$ cat config.mk
export PLATFORM = sky130hd
export DESIGN_NAME = conv_fifo_wr_packer_flat
export DESIGN_NICKNAME = d
export VERILOG_FILES = /design/src/rtl/conv_fifo_wr_packer_if.sv /design/src/rtl/conv_fifo_wr_packer.sv /design/src/flat_wrapper.sv
export SDC_FILE = /design/constraint.sdc
export NUM_CORES = 1
export LEC_CHECK = 0
export ABC_AREA = 1
export ABC_CLOCK_PERIOD_IN_PS = 1850
export CAP_MARGIN = 10
export CORE_UTILIZATION = 41
export CTS_CLUSTER_SIZE = 28
export DETAILED_ROUTE_END_ITERATION = 12
export DONT_BUFFER_PORTS = 1
export PLACE_DENSITY = 0.57
export REMOVE_ABC_BUFFERS = 1
export SKIP_CTS_REPAIR_TIMING = 1
export SYNTH_ARGS = -nofsm -noshare
export SYNTH_HDL_FRONTEND = slang
export SYNTH_SLANG_ARGS = --single-unit
$ cat constraint.sdc
create_clock -name wr_clk -period 1.85 [get_ports wr_clk]
set_input_delay 0.2775 -clock wr_clk [delete_from_list [all_inputs] [get_ports wr_clk]]
set_output_delay 0.2775 -clock wr_clk [all_outputs]
set_load 0.02 [all_outputs]
$ cat src/rtl/conv_fifo_wr_packer_if.sv
// Pixel stream in, packed FIFO write port out, bundled for the write-domain packer.
// No logic of its own; timing is set entirely by the packer and its peers.
// Backpressure: s_ready for the pixel side, fifo_full (combinational) for the FIFO side.
interface conv_fifo_wr_packer_if #(
  parameter int PIX_WIDTH = 8,
  parameter int PACK      = 4
);
  localparam int W = PIX_WIDTH * PACK;

  logic                 s_valid;
  logic                 s_ready;
  logic [PIX_WIDTH-1:0] s_data;
  logic                 s_last;
  logic                 fifo_wr_en;
  logic [W-1:0]         fifo_wr_data;
  logic                 fifo_full;

  // Packer side: consumes pixels, produces FIFO writes
  modport slave (
    input  s_valid, s_data, s_last, fifo_full,
    output s_ready, fifo_wr_en, fifo_wr_data
  );

  // Environment side: produces pixels, models the FIFO full flag
  modport master (
    output s_valid, s_data, s_last, fifo_full,
    input  s_ready, fifo_wr_en, fifo_wr_data
  );
endinterface

$ cat src/rtl/conv_fifo_wr_packer.sv
// Packs PACK pixels (pixel 0 in LSBs) into one FIFO word, pads/flushes a partial word on s_last.
// Latency: completing pixel accepted at edge N -> fifo_wr_en high in cycle N+1; 1 pixel/cycle sustained.
// Backpressure: out word held stable while fifo_full; s_ready drops once the out reg is occupied and full.
// Optional statistics counters enabled by defining WR_PACKER_STATS_EN.
module conv_fifo_wr_packer #(
  parameter int                   PIX_WIDTH  = 8,
  parameter int                   PACK       = 4,
  parameter logic [PIX_WIDTH-1:0] PAD_VALUE  = '0,
  parameter int                   STAT_WIDTH = 16
) (
  input  logic                    wr_clk,
  input  logic                    wr_rstn,
  input  logic                    i_clr,
  conv_fifo_wr_packer_if.slave    s_if,
  output logic                    o_frame_done,
  output logic                    o_busy,
  output logic [STAT_WIDTH-1:0]   o_stall_cnt,
  output logic [STAT_WIDTH-1:0]   o_word_cnt
);

  localparam int W  = PIX_WIDTH * PACK;
  localparam int LW = $clog2(PACK);

  // Output register is either empty or holding a word waiting for the FIFO
  typedef enum logic {
    OUT_EMPTY = 1'b0,
    OUT_HOLD  = 1'b1
  } out_state_e;

  out_state_e                     r_state;
  out_state_e                     w_state_nxt;
  logic [LW-1:0]                  r_lane_cnt;
  logic [PACK-1:0][PIX_WIDTH-1:0] r_asm;
  logic [W-1:0]                   r_out_dat;
  logic                           r_out_last;
  logic                           r_frame_done;

  logic                           w_wr_fire;
  logic                           w_s_ready;
  logic                           w_s_fire;
  logic                           w_lane_top;
  logic                           w_word_done;
  logic [W-1:0]                   w_word;

  // A pixel may enter whenever the out reg is free or drains this cycle, so the
  // completing pixel of the next word never has to wait on a writing word.
  assign w_wr_fire   = (r_state == OUT_HOLD) && !s_if.fifo_full;
  assign w_s_ready   = (r_state == OUT_EMPTY) || !s_if.fifo_full;
  assign w_s_fire    = s_if.s_valid && w_s_ready;
  assign w_lane_top  = (r_lane_cnt == LW'(PACK - 1));
  assign w_word_done = w_s_fire && (w_lane_top || s_if.s_last);

  // Completed word: stored lanes below the current one, the incoming pixel, pad above
  always_comb begin
    w_word = '0;
    for (int i = 0; i < PACK; i++) begin
      if (i < int'(r_lane_cnt)) begin
        w_word[i*PIX_WIDTH +: PIX_WIDTH] = r_asm[i];
      end else if (i == int'(r_lane_cnt)) begin
        w_word[i*PIX_WIDTH +: PIX_WIDTH] = s_if.s_data;
      end else begin
        w_word[i*PIX_WIDTH +: PIX_WIDTH] = PAD_VALUE;
      end
    end
  end

  // Out-reg state register
  always_ff @(posedge wr_clk or negedge wr_rstn) begin
    if (!wr_rstn) begin
      r_state <= OUT_EMPTY;
    end else begin
      r_state <= w_state_nxt;
    end
  end

  // Out-reg next state: clear first, a new word keeps it full even while the old one drains
  always_comb begin
    w_state_nxt = r_state;
    if (i_clr) begin
      w_state_nxt = OUT_EMPTY;
    end else if (w_word_done) begin
      w_state_nxt = OUT_HOLD;
    end else if (w_wr_fire) begin
      w_state_nxt = OUT_EMPTY;
    end
  end

  // Lane assembly and output word load
  always_ff @(posedge wr_clk or negedge wr_rstn) begin
    if (!wr_rstn) begin
      r_lane_cnt <= '0;
      r_asm      <= '0;
      r_out_dat  <= '0;
      r_out_last <= 1'b0;
    end else if (i_clr) begin
      r_lane_cnt <= '0;
      r_asm      <= '0;
      r_out_dat  <= '0;
      r_out_last <= 1'b0;
    end else if (w_s_fire) begin
      r_asm[r_lane_cnt] <= s_if.s_data;
      if (w_word_done) begin
        r_lane_cnt <= '0;
        r_out_dat  <= w_word;
        r_out_last <= s_if.s_last;
      end else begin
        r_lane_cnt <= r_lane_cnt + LW'(1);
      end
    end
  end

  // Frame-done pulse follows the write of the word that carried s_last
  always_ff @(posedge wr_clk or negedge wr_rstn) begin
    if (!wr_rstn) begin
      r_frame_done <= 1'b0;
    end else if (i_clr) begin
      r_frame_done <= 1'b0;
    end else begin
      r_frame_done <= w_wr_fire && r_out_last;
    end
  end

  assign s_if.s_ready      = w_s_ready;
  assign s_if.fifo_wr_en   = (r_state == OUT_HOLD);
  assign s_if.fifo_wr_data = r_out_dat;
  assign o_frame_done      = r_frame_done;
  assign o_busy            = (r_lane_cnt != '0) || (r_state == OUT_HOLD);

`ifdef WR_PACKER_STATS_EN
  logic [STAT_WIDTH-1:0] r_stall_cnt;
  logic [STAT_WIDTH-1:0] r_word_cnt;

  // Saturating counters of stalled cycles and written words
  always_ff @(posedge wr_clk or negedge wr_rstn) begin
    if (!wr_rstn) begin
      r_stall_cnt <= '0;
      r_word_cnt  <= '0;
    end else if (i_clr) begin
      r_stall_cnt <= '0;
      r_word_cnt  <= '0;
    end else begin
      if ((r_state == OUT_HOLD) && s_if.fifo_full && (r_stall_cnt != '1)) begin
        r_stall_cnt <= r_stall_cnt + STAT_WIDTH'(1);
      end
      if (w_wr_fire && (r_word_cnt != '1)) begin
        r_word_cnt <= r_word_cnt + STAT_WIDTH'(1);
      end
    end
  end

  assign o_stall_cnt = r_stall_cnt;
  assign o_word_cnt  = r_word_cnt;
`else
  assign o_stall_cnt = '0;
  assign o_word_cnt  = '0;
`endif

endmodule

$ cat src/flat_wrapper.sv
// flat-port wrapper written by rule: the top's interface ports become plain ports
module conv_fifo_wr_packer_flat 
#(
  parameter int                   PIX_WIDTH  = 8,
  parameter int                   PACK       = 4,
  parameter logic [PIX_WIDTH-1:0] PAD_VALUE  = '0,
  parameter int                   STAT_WIDTH = 16
)
  (wr_clk, wr_rstn, i_clr, o_frame_done, o_busy, o_stall_cnt, o_word_cnt, s_if_s_valid, s_if_s_data, s_if_s_last, s_if_fifo_full, s_if_s_ready, s_if_fifo_wr_en, s_if_fifo_wr_data);
  conv_fifo_wr_packer_if #(.PIX_WIDTH(PIX_WIDTH), .PACK(PACK)) s_if_i ();
  input  logic wr_clk;
  input  logic wr_rstn;
  input  logic i_clr;
  output logic o_frame_done;
  output logic o_busy;
  output logic [STAT_WIDTH-1:0] o_stall_cnt;
  output logic [STAT_WIDTH-1:0] o_word_cnt;
  input wire logic [$bits(s_if_i.s_valid)-1:0] s_if_s_valid;
  input wire logic [$bits(s_if_i.s_data)-1:0] s_if_s_data;
  input wire logic [$bits(s_if_i.s_last)-1:0] s_if_s_last;
  input wire logic [$bits(s_if_i.fifo_full)-1:0] s_if_fifo_full;
  output wire logic [$bits(s_if_i.s_ready)-1:0] s_if_s_ready;
  output wire logic [$bits(s_if_i.fifo_wr_en)-1:0] s_if_fifo_wr_en;
  output wire logic [$bits(s_if_i.fifo_wr_data)-1:0] s_if_fifo_wr_data;
  assign s_if_i.s_valid = s_if_s_valid;
  assign s_if_i.s_data = s_if_s_data;
  assign s_if_i.s_last = s_if_s_last;
  assign s_if_i.fifo_full = s_if_fifo_full;
  assign s_if_s_ready = s_if_i.s_ready;
  assign s_if_fifo_wr_en = s_if_i.fifo_wr_en;
  assign s_if_fifo_wr_data = s_if_i.fifo_wr_data;
  conv_fifo_wr_packer #(.PIX_WIDTH(PIX_WIDTH), .PACK(PACK), .PAD_VALUE(PAD_VALUE), .STAT_WIDTH(STAT_WIDTH)) u_core (.wr_clk(wr_clk), .wr_rstn(wr_rstn), .i_clr(i_clr), .s_if(s_if_i), .o_frame_done(o_frame_done), .o_busy(o_busy), .o_stall_cnt(o_stall_cnt), .o_word_cnt(o_word_cnt));
endmodule
==> results of run 1 <==
[layout make-up]
type	instances	area [um2]	area share, %
sequential	61	1529	43.33
multi-input combinational	309	1445	40.96
clock buffer	14	172.7	4.894
timing repair buffer	17	158.9	4.504
tap	102	127.6	3.617
inverter	24	90.09	2.553
clock inverter	1	5.005	0.1418
[Yosys cell counts, types with 2 or more instances]
master and number:
sky130_fd_sc_hd__nand3_1 118, sky130_fd_sc_hd__ha_1 5, sky130_fd_sc_hd__nand2_1 110, sky130_fd_sc_hd__buf_2 18
sky130_fd_sc_hd__nand2_2 2, sky130_fd_sc_hd__inv_2 2, sky130_fd_sc_hd__clkbuf_1 2, sky130_fd_sc_hd__nor2_1 8
sky130_fd_sc_hd__buf_6 3, sky130_fd_sc_hd__inv_1 21, sky130_fd_sc_hd__buf_4 38, sky130_fd_sc_hd__dfrtp_1 61
sky130_fd_sc_hd__nand4_1 2, sky130_fd_sc_hd__nand2_4 2, sky130_fd_sc_hd__o21ai_0 24
[cell usage in the layout (no fill, tap or decap), types with 2 or more instances in the layout]
cell type                       count
sky130_fd_sc_hd__nand2_1          110
sky130_fd_sc_hd__inv_2              3
sky130_fd_sc_hd__nand2_2            2
sky130_fd_sc_hd__conb_1            32
sky130_fd_sc_hd__clkbuf_8          12
sky130_fd_sc_hd__o21ai_0           24
sky130_fd_sc_hd__nor2_1             8
sky130_fd_sc_hd__nand3_1          118
sky130_fd_sc_hd__nand4_1            2
sky130_fd_sc_hd__dfrtp_1           59
sky130_fd_sc_hd__inv_1             20
sky130_fd_sc_hd__dlygate4sd3_1      3
sky130_fd_sc_hd__ha_1               5
sky130_fd_sc_hd__buf_4             12
sky130_fd_sc_hd__clkbuf_1           2
sky130_fd_sc_hd__nand2_4            2
sky130_fd_sc_hd__dfrtp_2            2
[registers in the layout, summed over array words and instances, names as in the netlist]
name / cells
u_core.s_if.fifo_wr_data: 32
u_core.r_lane_cnt: 2
u_core.r_asm: 24
u_core.o_frame_done: 1
u_core.r_out_last: 1
u_core.s_if.fifo_wr_en: 1
[worst max-delay path, delay by kind of cell (launching register included)]
family / cells / cell delay [ns]
buffers and inverters: 2 / 0.29
adder cells (fa/ha/maj): 1 / 0.22
AND/OR/NAND/NOR: 1 / 0.18
flip-flops: 1 / 0.43
[cell families after synthesis]
| family | Yosys count | share of synthesized area (%) |
|---|---|---|
| simple gates | 247 | 33.72 |
| buf+inv | 85 | 15.07 |
| flops | 61 | 45.40 |
| compound gates | 25 | 3.833 |
| fa+ha+maj | 5 | 1.861 |
| other cells | 1 | 0.1115 |
[per-layer routing]
layer	GRT usage [%]	vias up	wire, um	share of wire (%)
li1	-	1317	-	-
met1	26.95	1303	3486	45
met2	28.95	102	3478	44
met3	7.718	14	629	8.0
met4	8.594	0	227	2.9
met5	0	-	0	0
[through the flow]
stage	TNS, ns	setup WS, ns
CTS	-0.03235	-0.03235
global route	0	0.01676
floorplan	-15.22	-0.3489
global placement	0	0.3372
finish	0	0.1153
detailed placement	0	0.3059
[final timing paths]
check | start | to | slack (ns) | depth (start not counted)
worst max-delay path | u_core.r_lane_cnt[1] | o_busy | 0.12 | 4
worst min-delay path | i_clr | u_core.r_asm[3] | 0.1 | 3
worst max register to register | u_core.s_if.fifo_wr_en | u_core.s_if.fifo_wr_data[4] | 0.32 | 5
worst min register to register | u_core.r_asm[1] | u_core.r_asm[1] | 0.48 | 2
max in group asynchronous | wr_rstn | u_core.r_lane_cnt[1] | 1.10 | 2
min in group asynchronous | wr_rstn | u_core.s_if.fifo_wr_data[6] | 0.44 | 2
[report_power, final]
part           switching (W)  internal (W)  total (W)
logic               0.000239     0.0000733   0.000312
registers          0.0000397       0.00137    0.00141
clock network       0.000511      0.000588    0.00110
==> results, run 1 <==
- The number of pins with negative max-slew slack in the final report is 0.
- The reported max-cap violation count is 0.
- In this run, placement finished with an instance count of 509.
- The flow ran to the end, and the final reports show no timing, DRC or antenna violations.
- The initial antenna violation count is 0.
- sky130_fd_sc_hd__dfrtp_1 takes more of the synthesized area than any other cell.
- Dividing the final minimum period by the clock period gives 93.77%.
- For this run, asynchronously set or reset flops after synthesis account for 100.0%.
- Static timing analysis puts the maximum clock frequency at 0.5765 GHz.
- The site row count is 32.
- The hold violation total from the final report is 0.
- The number of antenna diodes in the final layout is 0.
- The clock passes through at most 2 buffers.
- Across all hold checks on the routed design, the worst slack comes to 0.09546 ns.
- The first-pass GRT wire length is 13.10 mm.
- The fraction of final layout cells with drive strength greater than 1 is 9.624%.
- Input and output buffers added on the ports amount to 0.
- The average routed wire per standard cell is 14.81 um.
- The CTS H-tree depth is 3.
- The number of enable-type register cells in the synthesized netlist is 0.
- Setup violations remaining at the end of the flow were counted as 0.
- The total via count in the routed design is 2736.
- The detailed-route DRC error count is 0.
- In this run, distinct cell masters in the synthesized netlist total 23.
- The total I/O pin count is 82.
- Once the floorplan was initialized, standard cells occupied 42.84% of the core.
- The overall routing resource usage is 20.15%.
- The tightest min-delay check is of the input pin to register type.
- Clock-pin slew was measured on the worst setup and hold paths at 0.07 ns.
- Measured along the y axis, the die boundary spans 92.56 um.
- Summed over all cells, the static leakage comes to 1.905 nW.
- In this run the remaining antenna-violating nets after routing total 0.
- The net count of the finished layout is 441.
- Clock latency on the worst-skew pair, taken at its later pin, is 0.34 ns.
- The routed design could run at a clock period as short as 1.735 ns.
- The via count of the first global-routing pass is 2523.
- The setup clock skew after layout is 0.005909 ns.
- Setup repair after global routing left no endpoint under its margin.
- For the worst setup path, the data required time is 1.57 ns.
- The maximum fanout along the worst path is 17.
- The signal on the critical path passes through clkinv_1, ha_1, buf_6, nand2_1.
- The critical path's largest stage delay is 0.43 ns.
- Clock tree synthesis found a total of 61 sinks.
- The synthesized area divided by synthesized cell count is 7.929 um2.
- Buffers inserted during clock tree synthesis total 9.
- The area enclosed by the die boundary is 8566 um2.
- In this run the power density over the cells is 798.9 nW/um2.
- The placer congestion estimate is 0.7533.
- The top cell type by area accounts for 45.40% of the synthesized area.
- STA puts the critical path data arrival time at 1.46 ns.
- The cell chosen for the clock root is sky130_fd_sc_hd__clkbuf_8.
- The final-layout fill cell count is 808.
- The critical path start-end classification is register to primary output.
- After synthesis the cells add up to 3362 um2.
- Once placement finished, the instance area stood at 3287 um2.
- The type of element capturing the critical path is a primary output.
- The layout-stage area growth over the synthesis result is 4.950%.
- Measured on the finished design, the core utilization comes to 44.96%.
- The post-layout instance area is 3528 um2.
- The total power is 0.002819 W.
- In the post-synthesis netlist, the biggest area contributors are sky130_fd_sc_hd__dfrtp_1 45%, sky130_fd_sc_hd__nand3_1 18%, sky130_fd_sc_hd__nand2_1 12%.
- Before antenna repair, the detailed router went through 4 iterations.
- Summing the sequential cell areas from Yosys gives 45.40% of the chip area.
- During synthesis, Yosys emitted a total of 0 warnings.
- In the routed layout, each cell is associated on average with a via count of 5.182.
- Synthesis inferred 61 register bits.
- After the first detailed-routing iteration, the DRC count stood at 183.
- The aggregate global routing overflow is 0.
- In this run the standard cell core region covers 7848 um2.
- The predominant post-synthesis flop cell is sky130_fd_sc_hd__dfrtp_1.
- In this run the horizontal extent of the chip is 92.56 um.
- The pin count of the biggest net entering global routing is 62.
- STA classifies the critical path startpoint as a register.
- Synthesis produced a netlist whose cell count is 424.
- VDD sags by at most 0.2974 mV.
- TritonCTS built the clock tree.
- The detailed-route wire length is 7.822 mm.
- The post-detailed-placement half-perimeter wirelength is 4.931 mm.
- The highest-delay cell along the critical path is sky130_fd_sc_hd__dfrtp_2.
- The post-route non-filler standard cell count is 528.
Power figures use the tool's default switching activity.
==> run 2: changes to the inputs <==
- CORE_UTILIZATION: 41 -> 30
- PLACE_DENSITY: 0.57 -> 0.46
==> results, run 2 (synthesis results as in run 1) <==
- The final count of negative-setup-slack endpoints is 0 (unchanged).
- The number of flip-flops under the largest register name is 32 (unchanged).
- The clock network fraction of total power came to 37.4% (was 39.0%).
- The detailed-route wire length is 8.755 mm (was 7.822 mm).
- The final worst slack is 0.1100 ns (was 0.1153 ns).
- The logic depth of the worst register-to-register path is 6 (was 5).
- The highest-delay cell along the critical path was sky130_fd_sc_hd__dfrtp_1 (was sky130_fd_sc_hd__dfrtp_2).
- The average routed wire per standard cell is 15.41 um (was 14.81 um).
- The critical path's largest stage delay is 0.44 ns (was 0.43 ns).
- The insertion delay of the later-clocked pin in the worst-skew pair came to 0.34 ns (about the same).
- The clock transition time at the flip-flop clock pins of the worst setup and hold paths is 0.06 ns (was 0.07 ns).
- The cell chosen for the clock root was sky130_fd_sc_hd__clkbuf_8 (unchanged).
- The fraction of final layout cells with drive strength greater than 1 is 9.813% (was 9.624%).
- The TritonCTS clock tree is done (unchanged).
- The detailed-route DRC error count came to 0 (unchanged).
- The post-route non-filler standard cell count is 568 (was 528).
- The slack of the worst reg-to-reg path is 0.28 ns (was 0.32 ns).
- RSZ-0062 raised after global routing: false (unchanged).
- The required time at the worst-slack endpoint is 1.57 ns (about the same).
- The setup clock skew after layout is 0.004406 ns (was 0.005909 ns).
- The post-detailed-placement half-perimeter wirelength is 5.446 mm (was 4.931 mm).
- The post-route clock period utilization is 94.06% (was 93.77%).
- The via count of the first global-routing pass was 2641 (was 2523).
- The commonest non-fill, non-tap cell in the layout was sky130_fd_sc_hd__nand3_1 (unchanged).
- The share of power burned in registers is 50.8% (was 49.9%).
- The proportion of power drawn by combinational gates is 11.8% (was 11.1%).
- The placer congestion estimate is 0.7567 (was 0.7533).
- The fraction of power spent switching nets is 29.21% (was 28.00%).
- Commonest non-fill, non-tap cells in the layout: 118 x sky130_fd_sc_hd__nand3_1, 110 x sky130_fd_sc_hd__nand2_1, 60 x sky130_fd_sc_hd__dfrtp_1 (was 118 x sky130_fd_sc_hd__nand3_1, 110 x sky130_fd_sc_hd__nand2_1, 59 x sky130_fd_sc_hd__dfrtp_1).
- The capturing point of the worst reg2reg path is u_core.s_if.fifo_wr_data[17] (was u_core.s_if.fifo_wr_data[4]).
- The hold violation total from the final report was 0 (unchanged).
- The critical path startpoint category was a register (unchanged).
- The type of element capturing the critical path is a primary output (unchanged).
- The y dimension of the die is 107.9 um (was 92.56 um).
- The cell area reported after detailed placement is 3362 um2 (was 3287 um2).
- The total I/O pin count was 82 (unchanged).
- The CTS H-tree depth came to 3 (unchanged).
- The power density of the placed cells is 773.4 nW/um2 (was 798.9 nW/um2).
- The critical path arrival is 1.46 ns (about the same).
- The area enclosed by the die boundary is 11630 um2 (was 8566 um2).
- The area of the placeable core came to 10890 um2 (was 7848 um2).
- The setup slack at placement is 0.2648 ns (was 0.3059 ns).
- The quantity of I/O buffers inserted on ports is 0 (unchanged).
- The time the final worst path needs with I/O delays and setup is 1.740 ns (was 1.735 ns).
- The total via count in the routed design is 2655 (was 2736).
- The site row count came to 38 (was 32).
- The number of pins with negative max-slew slack in the final report is 0 (unchanged).
- The start of the worst register-to-register path is u_core.r_lane_cnt[0] (was u_core.s_if.fifo_wr_en).
- The pin count of the biggest net entering global routing is 62 (unchanged).
- The critical path start-end classification is register to primary output (unchanged).
- The launch point of the worst hold path is s_if_s_last (was i_clr).
- The overall routing resource usage is 16.83% (was 20.15%).
- The net switching power of the design is 0.0008093 W (was 0.0007891 W).
- The initial detailed-routing violation count was 174 (was 183).
- The cell internal power dissipation is 0.001961 W (was 0.002030 W).
- The aggregate global routing overflow is 0 (unchanged).
- The number of buffers inserted during clock tree synthesis is 9 (unchanged).
- The end of the worst hold path is u_core.r_out_last (was u_core.r_asm[3]).
- The number of diodes is 0 (unchanged).
- Status: finished, final reports clean (unchanged).
- The highest clock frequency the design can meet is 0.5747 GHz (was 0.5765 GHz).
- The maximum fanout along the worst path is 11 (was 17).
- The number of clock sinks seen by CTS was 61 (unchanged).
- The remaining antenna violation count after routing came to 0 (unchanged).
- The first-pass GRT wire length is 14.65 mm (was 13.10 mm).
- The number of nets at the end of the flow came to 443 (was 441).
- The die width was 107.9 um (was 92.56 um).
- List of cells traversed by the critical path: inv_1, ha_2, buf_4, nand2_1 (was clkinv_1, ha_1, buf_6, nand2_1).
- The detailed-routing iteration count for the pre-antenna-repair pass is 5 (was 4).
- The initial antenna violation count is 0 (unchanged).
- The via density per instance is 4.674 (was 5.182).
- The instance count after placement with tap cells included was 549 (was 509).
- The maximum vdd ir drop is 0.3660 mV (was 0.2974 mV).
- The path class of the lowest-slack min-delay path is input pin to register (unchanged).
- The initial core utilization is 30.88% (was 42.84%).
- The post-layout instance area is 3582 um2 (was 3528 um2).
- The maximum clock path buffer count came to 2 (unchanged).
- The leakage dissipation was 1.908 nW (was 1.905 nW).
- The layout-stage area growth over the synthesis result came to 6.550% (was 4.950%).
- The cell count of the worst hold path is 2 (was 3).
- The reported max-cap violation count is 0 (unchanged).
-- run 2: area by class of cell --
cell class	instances	area (um2)
Clock buffer	13	148.9
Clock inverter	2	10.01
Fill cell	1165	7306
Inverter	24	90.09
Multi-Input combinational cell	309	1448
Sequential cell	61	1528
Tap cell	140	175.2
Timing Repair Buffer	19	182.7
-- run 2: critical path: cells and delay by family (launching register included) --
family        cells  cell delay [ns]
fa+ha+maj         1             0.22
flops             1             0.44
simple gates      1             0.16
buf+inv           2             0.31
-- run 2: through the flow --
step	total power, W	utilization (%)	hold WS [ns]	TNS [ns]
after CTS	0.002772	32.34	-0.3980	0
after floorplan	0.001636	-	-0.01809	-15.22
final	0.002770	32.90	0.08594	0
after global routing	0.002915	32.90	0.08356	0
after global placement	0.001719	30.88	-0.01630	0
after detailed placement	0.001720	30.88	-0.01646	0
-- run 2: layer usage --
metal	GRT usage [%]	vias to the layer above	wire, um
met5	0	-	0
met4	6.458	0	99
met3	4.177	6	607
met2	27.52	84	4064
met1	21.24	1253	3984
li1	-	1312	-
-- run 2: worst max path at each step --
| stage | startpoint | to | slack [ns] | cells past startpoint |
|---|---|---|---|---|
| floorplan | i_clr | u_core.r_asm[0] | -0.35 | 5 |
| global placement | u_core.s_if.fifo_wr_en | u_core.s_if.fifo_wr_data[17] | 0.31 | 6 |
| detailed placement | u_core.r_lane_cnt[1] | u_core.s_if.fifo_wr_data[18] | 0.26 | 6 |
| CTS | u_core.r_lane_cnt[1] | o_busy | 0.04 | 4 |
| global route | u_core.r_lane_cnt[0] | o_busy | 0.03 | 4 |
| finish | u_core.r_lane_cnt[0] | o_busy | 0.11 | 4 |
-- run 2: power groups by stage --
stage | sequential (W) | clock (W) | combinational [W]
after detailed placement | 0.00143 | 0 | 0.000287
after global placement | 0.00143 | 0 | 0.000287
after CTS | 0.00141 | 0.00108 | 0.000288
after global routing | 0.00141 | 0.00113 | 0.000373
final | 0.00141 | 0.00104 | 0.000326
after floorplan | 0.00143 | 0 | 0.000209
==> run 3: changes to the inputs <==
- ABC_CLOCK_PERIOD_IN_PS: 1850 -> 1750
- clock period: 1.85 -> 1.75 ns (I/O delays scaled with it)
==> results, run 3 (synthesis results as in run 1) <==
- Status: finished, final reports clean (unchanged).
- The number of buffers inserted during clock tree synthesis is 9 (unchanged).
- The critical path arrival is 1.39 ns (was 1.46 ns).
- The CTS H-tree depth is 3 (unchanged).
- The sum of buffers and inverters on the critical path was 2 (unchanged).
- The hold violation total from the final report is 0 (unchanged).
- The kind of cell with the highest combined delay on the critical path is flip-flops (unchanged).
- The setup clock skew after layout is 0.005800 ns (was 0.004406 ns).
- The placer congestion estimate was 0.7515 (was 0.7567).
- The initial core utilization is 30.88% (unchanged).
- The quantity of I/O buffers inserted on ports is 0 (unchanged).
- The total via count in the routed design is 2649 (was 2655).
- The power density of the placed cells is 831.0 nW/um2 (was 773.4 nW/um2).
- The maximum fanout along the worst path was 11 (unchanged).
- The type of element capturing the critical path is a primary output (unchanged).
- The cell area reported after detailed placement is 3367 um2 (was 3362 um2).
- The maximum clock path buffer count is 2 (unchanged).
- The initial detailed-routing violation count is 182 (was 174).
- RSZ-0062 raised after global routing: false (unchanged).
- The reported max-cap violation count came to 0 (unchanged).
- The slack of the worst reg-to-reg path is 0.20 ns (was 0.28 ns).
- The area enclosed by the die boundary is 11630 um2 (unchanged).
- The remaining antenna violation count after routing is 0 (unchanged).
- The number of clock sinks seen by CTS is 61 (unchanged).
- Commonest non-fill, non-tap cells in the layout: 118 x sky130_fd_sc_hd__nand3_1, 109 x sky130_fd_sc_hd__nand2_1, 61 x sky130_fd_sc_hd__dfrtp_1 (was 118 x sky130_fd_sc_hd__nand3_1, 110 x sky130_fd_sc_hd__nand2_1, 60 x sky130_fd_sc_hd__dfrtp_1).
- The total power came to 0.003006 W (was 0.002770 W).
- The first-pass GRT wire length is 14.08 mm (was 14.65 mm).
- The final-layout fill cell count is 1151 (was 1165).
- The post-layout instance area is 3617 um2 (was 3582 um2).
- The total I/O pin count is 82 (unchanged).
- The die width is 107.9 um (unchanged).
- The logic depth of the worst register-to-register path is 7 (was 6).
- The pin count of the biggest net entering global routing came to 76 (was 62).
- The maximum vdd ir drop is 0.2884 mV (was 0.3660 mV).
- The via count of the first global-routing pass is 2601 (was 2641).
- The required time at the worst-slack endpoint is 1.49 ns (was 1.57 ns).
- The clock transition time at the flip-flop clock pins of the worst setup and hold paths was 0.06 ns (about the same).
- The time the final worst path needs with I/O delays and setup is 1.651 ns.
- The number of pins with negative max-slew slack in the final report was 0 (unchanged).
- The cell chosen for the clock root is sky130_fd_sc_hd__clkbuf_8 (unchanged).
- The site row count was 38 (unchanged).
- The post-detailed-placement half-perimeter wirelength was 5.210 mm (was 5.446 mm).
- The critical path startpoint category is a register (unchanged).
- The area of the placeable core is 10890 um2 (unchanged).
- The final core utilization was 33.22% (was 32.90%).
- The setup total negative slack is 0 ns (unchanged).
- The average routed wire per standard cell is 15.20 um (was 15.41 um).
- The leakage dissipation is 1.923 nW (was 1.908 nW).
- The post-route clock period utilization is 94.36%.
- The number of nets at the end of the flow came to 442 (was 443).
- List of cells traversed by the critical path: inv_2, ha_4, buf_4, nand2_2 (was inv_1, ha_2, buf_4, nand2_1).
- The cell count of the worst hold path is 2 (unchanged).
- The capturing point of the worst reg2reg path is u_core.s_if.fifo_wr_data[2] (was u_core.s_if.fifo_wr_data[17]).
- The initial antenna violation count is 0 (unchanged).
- The highest clock frequency the design can meet is 0.6056 GHz.
- The number of diodes came to 0 (unchanged).
- The fraction of final layout cells with drive strength greater than 1 came to 10.30% (was 9.813%).
- The detailed-route DRC error count is 0 (unchanged).
- The launch point of the worst hold path is s_if_s_last (unchanged).
- The number of flip-flops under the largest register name is 32 (unchanged).
- The aggregate global routing overflow came to 0 (unchanged).
- The insertion delay of the later-clocked pin in the worst-skew pair came to 0.34 ns (about the same).
- The final count of negative-setup-slack endpoints is 0 (unchanged).
- The detailed-route wire length came to 8.618 mm (was 8.755 mm).
- The via density per instance came to 4.672 (was 4.674).
- The end of the worst hold path is u_core.r_out_last (unchanged).
- The highest-delay cell along the critical path is sky130_fd_sc_hd__dfrtp_1 (unchanged).
- The TritonCTS clock tree is done (unchanged).
- The commonest non-fill, non-tap cell in the layout is sky130_fd_sc_hd__nand3_1 (unchanged).
- The critical path's largest stage delay is 0.45 ns (was 0.44 ns).
- The start of the worst register-to-register path is u_core.r_lane_cnt[0] (unchanged).
- The detailed-routing iteration count for the pre-antenna-repair pass was 4 (was 5).
- The overall routing resource usage is 16.21% (was 16.83%).
- The critical path start-end classification is register to primary output (unchanged).
- The worst hold-check slack was 0.06763 ns (was 0.08594 ns).
- The path class of the lowest-slack min-delay path was input pin to register (unchanged).
- The y dimension of the die is 107.9 um (unchanged).
- The layout-stage area growth over the synthesis result is 7.592% (was 6.550%).
==> run 3: cell types whose count changed in the layout (fill, tap and decap cells not counted) <==
cell	before	now
sky130_fd_sc_hd__buf_4	14	12
sky130_fd_sc_hd__clkbuf_8	10	12
sky130_fd_sc_hd__inv_2	3	5
sky130_fd_sc_hd__buf_12	1	2
sky130_fd_sc_hd__clkbuf_1	3	2
sky130_fd_sc_hd__clkinv_1	1	0
sky130_fd_sc_hd__clkinv_2	2	1
sky130_fd_sc_hd__dfrtp_1	60	61
sky130_fd_sc_hd__dfrtp_2	1	0
sky130_fd_sc_hd__ha_2	1	0
sky130_fd_sc_hd__ha_4	0	1
sky130_fd_sc_hd__inv_1	20	19
sky130_fd_sc_hd__nand2_1	110	109
sky130_fd_sc_hd__nand2_2	2	3
==> run 3: layer usage <==
| metal | track usage [%] | wire [um] | vias to the layer above |
|---|---|---|---|
| li1 | - | - | 1314 |
| met1 | 21.41 | 4075 | 1237 |
| met2 | 24.59 | 3844 | 86 |
| met3 | 4.116 | 528 | 12 |
| met4 | 7.632 | 170 | 0 |
| met5 | 0 | 0 | - |
==> run 3: metrics by stage <==
| stage | cells | setup WS, ns |
|---|---|---|
| after floorplan | 394 | -0.4339 |
| after global placement | 548 | 0.2473 |
| after detailed placement | 548 | 0.2215 |
| after CTS | 563 | -0.1308 |
| after global routing | 567 | 0.03573 |
| final | 567 | 0.09862 |
==> run 3: worst max-delay path by stage <==
| stage | from | to | depth (start not counted) |
|---|---|---|---|
| floorplan | i_clr | u_core.r_asm[0] | 5 |
| global placement | u_core.r_lane_cnt[0] | u_core.s_if.fifo_wr_data[5] | 5 |
| detailed placement | u_core.r_lane_cnt[0] | u_core.s_if.fifo_wr_data[19] | 7 |
| CTS | u_core.r_lane_cnt[0] | o_busy | 4 |
| global route | u_core.r_lane_cnt[0] | o_busy | 4 |
| finish | u_core.r_lane_cnt[0] | o_busy | 4 |
==> run 3: layout make-up <==
cell class	count	area [um2]	share of cell area, %
multi-input combinational	309	1460	40.37
clock buffer	14	172.7	4.773
clock inverter	1	5.005	0.1384
sequential	61	1526	42.20
tap	140	175.2	4.843
timing repair buffer	18	187.7	5.189
inverter	24	90.09	2.490
==> run 3: report_power, final <==
group          internal [W]  switching, W  leakage [nW]
Combinational     0.0000881      0.000262         0.988
Clock              0.000622      0.000548        0.0926
Sequential          0.00145     0.0000403         0.842
Total               0.00216      0.000850          1.92
==> variant (flow settings as in run 1) <==
The option `WR_PACKER_STATS_EN` is turned on by a define.
--- a/src/rtl/conv_fifo_wr_packer.sv
+++ b/src/rtl/conv_fifo_wr_packer.sv
@@ -4,2 +4,4 @@
 // Optional statistics counters enabled by defining WR_PACKER_STATS_EN.
+`define WR_PACKER_STATS_EN
+
 module conv_fifo_wr_packer #(
Function: changed (a bounded check fails within 4 cycles, from zero or initial values and one cycle with wr_rstn low).
==> variant against run 1 <==
The run now ends with hold timing left. Via count grew 48%. Clock power grew 72%. Die area grew 39%. Final area grew 55%. Worst setup slack gained 0.094 ns. Wire length grew 55%. Area after synthesis grew 40%. Sequential share of layout area shrank 0.83 points. Total power grew 53%. Clock skew grew 0.0034 ns. Sequential cell count grew 32. Critical path type unchanged. Largest cell class unchanged.
==> variant: results (changes against run 1) <==
stage	metric	value	unit	change
run_status	status	finished with violations		
run_status	failing checks	hold timing		
power	maximum vdd drop	0.429	mV	+44%
routing	WL final	12200	um	+55%
placement	Post-DP HPWL	8390	um	+70%
grt	first-pass GRT wire length	19600	um	+50%
critical_path	worst-path fanout max	4		-13
grt	met3 Use GR	7.29	%	-0.43 points
logic_synthesis	Mean Syn Cell Area	7.80	sq um	-1.6%
grt	vias in the first global route	3882		+54%
sta	final hold violation count	93		+93
grt	met1 Use GR	29.5	%	+2.6 points
clock_tree	Skew-Pair Late Insertion Delay	0.36	ns	+0.02 ns
hold_path	Min-Delay Path Class	in -> async		
placement	post-placement setup slack	0.116	ns	-0.190 ns
power	Leakage Power	2.75	nW	+44%
sta	clock skew	0.00929	ns	+0.00339 ns
logic_synthesis	most instantiated cells after synthesis	224 x nand2_1, 93 x dfrtp_1, 60 x o21ai_0		
routing	routed length per placed instance	15.5	um	+4.7%
grt	initial antenna violation count	0		unchanged
routing	drt first-iter violations	217		+19%
finish	share of layout cells above drive strength 1	12.4	%	+2.8 points
logic_synthesis	Netlist cell types	27		+17%
placement	DP Cell Count	766		+50%
placement	Placed Area	5140	sq um	+56%
sta	Min Hold Slack	-0.390	ns	-0.485 ns
routing	Pre-Repair DR Iteration Count	5		+1
logic_synthesis	Synth area leaders	dfrtp_1 49%, nand2_1 18%, o21ai_0 6.4%		
placement	Final Wtd Congestion	0.803		+6.6%
grt	met2 global-route usage	32.6	%	+3.6 points
grt	largest net degree at the start of global routing	94		+52%
sta	final period utilization	88.7	%	-5.1 points
logic_synthesis	post-synthesis sequential area ratio	49.5	%	+4.1 points
finish	Final #Nets	660		+50%
## variant: cell count changes in the layout (fill, tap and decap cells not counted), sizes merged, moves of 8 or more
cell	run 1	this run
nand2	114	226
buf	14	50
nor2	10	55
nand4	2	19
o21ai	24	60
inv	23	34
dfrtp	61	93
nand3	119	38
o31ai	0	16
xor2	0	10
conb	32	0
a21oi	1	9
## variant: critical path: stages (launching register included)
cell	delay [ns]
dfrtp_1	0.40
clkinv_1	0.13
ha_1	0.26
nand2_1	0.23
## variant: layout make-up
cell class / count / area [sq um]
clock buffer: 10 / 239
clock inverter: 6 / 61.3
fill: 1107 / 5560
inverter: 34 / 128
multi-input combinational: 451 / 2140
sequential: 93 / 2330
tap: 140 / 175
timing repair buffer: 50 / 400
## variant: cells by family after synthesis
kind of cell,after synthesis,synth area share [%]
AND/OR/NAND/NOR,343,30.7
flip-flops,93,49.5
AO/OA/AOI/OAI,89,10.5
buffers and inverters,59,5.21
XOR/XNOR,12,2.23
adder cells (fa/ha/maj),7,1.86
## variant: metrics by stage
stage	setup TNS, ns	power, mW	hold slack (ns)
2_1_floorplan	-24.56	2.35	-0.0181
3_3_place_gp	0	2.45	-0.0153
3_5_place_dp	0	2.45	-0.0161
4_1_cts	0	4.35	-0.401
5_1_grt	0	4.47	-0.405
6_report	0	4.32	-0.390
## variant: path summary, 6_finish.rpt
check,start,to,slack (ns),cells past startpoint
hold reg to reg,u_core.r_out_last$_DFFE_PN0P_,u_core.r_out_last$_DFFE_PN0P_,0.48,2
setup reg to reg,u_core.s_if.fifo_wr_en$_DFFE_PN0P_,u_core.r_lane_cnt[0]$_DFFE_PN0P_,0.23,6
min in group wr_clk,i_clr,u_core.o_frame_done$_DFF_PN0_,0.03,1
max in group asynchronous,wr_rstn,u_core.s_if.fifo_wr_data[12]$_DFFE_PN0P_,2.07,0
setup / recovery,u_core.r_lane_cnt[1]$_DFFE_PN0P_,o_busy,0.21,3
hold / removal,wr_rstn,u_core.o_word_cnt[7]$_DFFE_PN0P_,-0.39,0
## variant: layer usage
layer	vias up	wire, um
met5	-	0
met4	0	147
met3	10	863
met2	91	5420
met1	1917	5730
li1	2036	-
## variant: power breakdown
group	switching, mW	internal, mW	total, mW	leakage (nW)
Sequential	0.0623	2.08	2.15	1.28
Combinational	0.186	0.0927	0.278	1.32
Clock	0.811	1.08	1.89	0.149
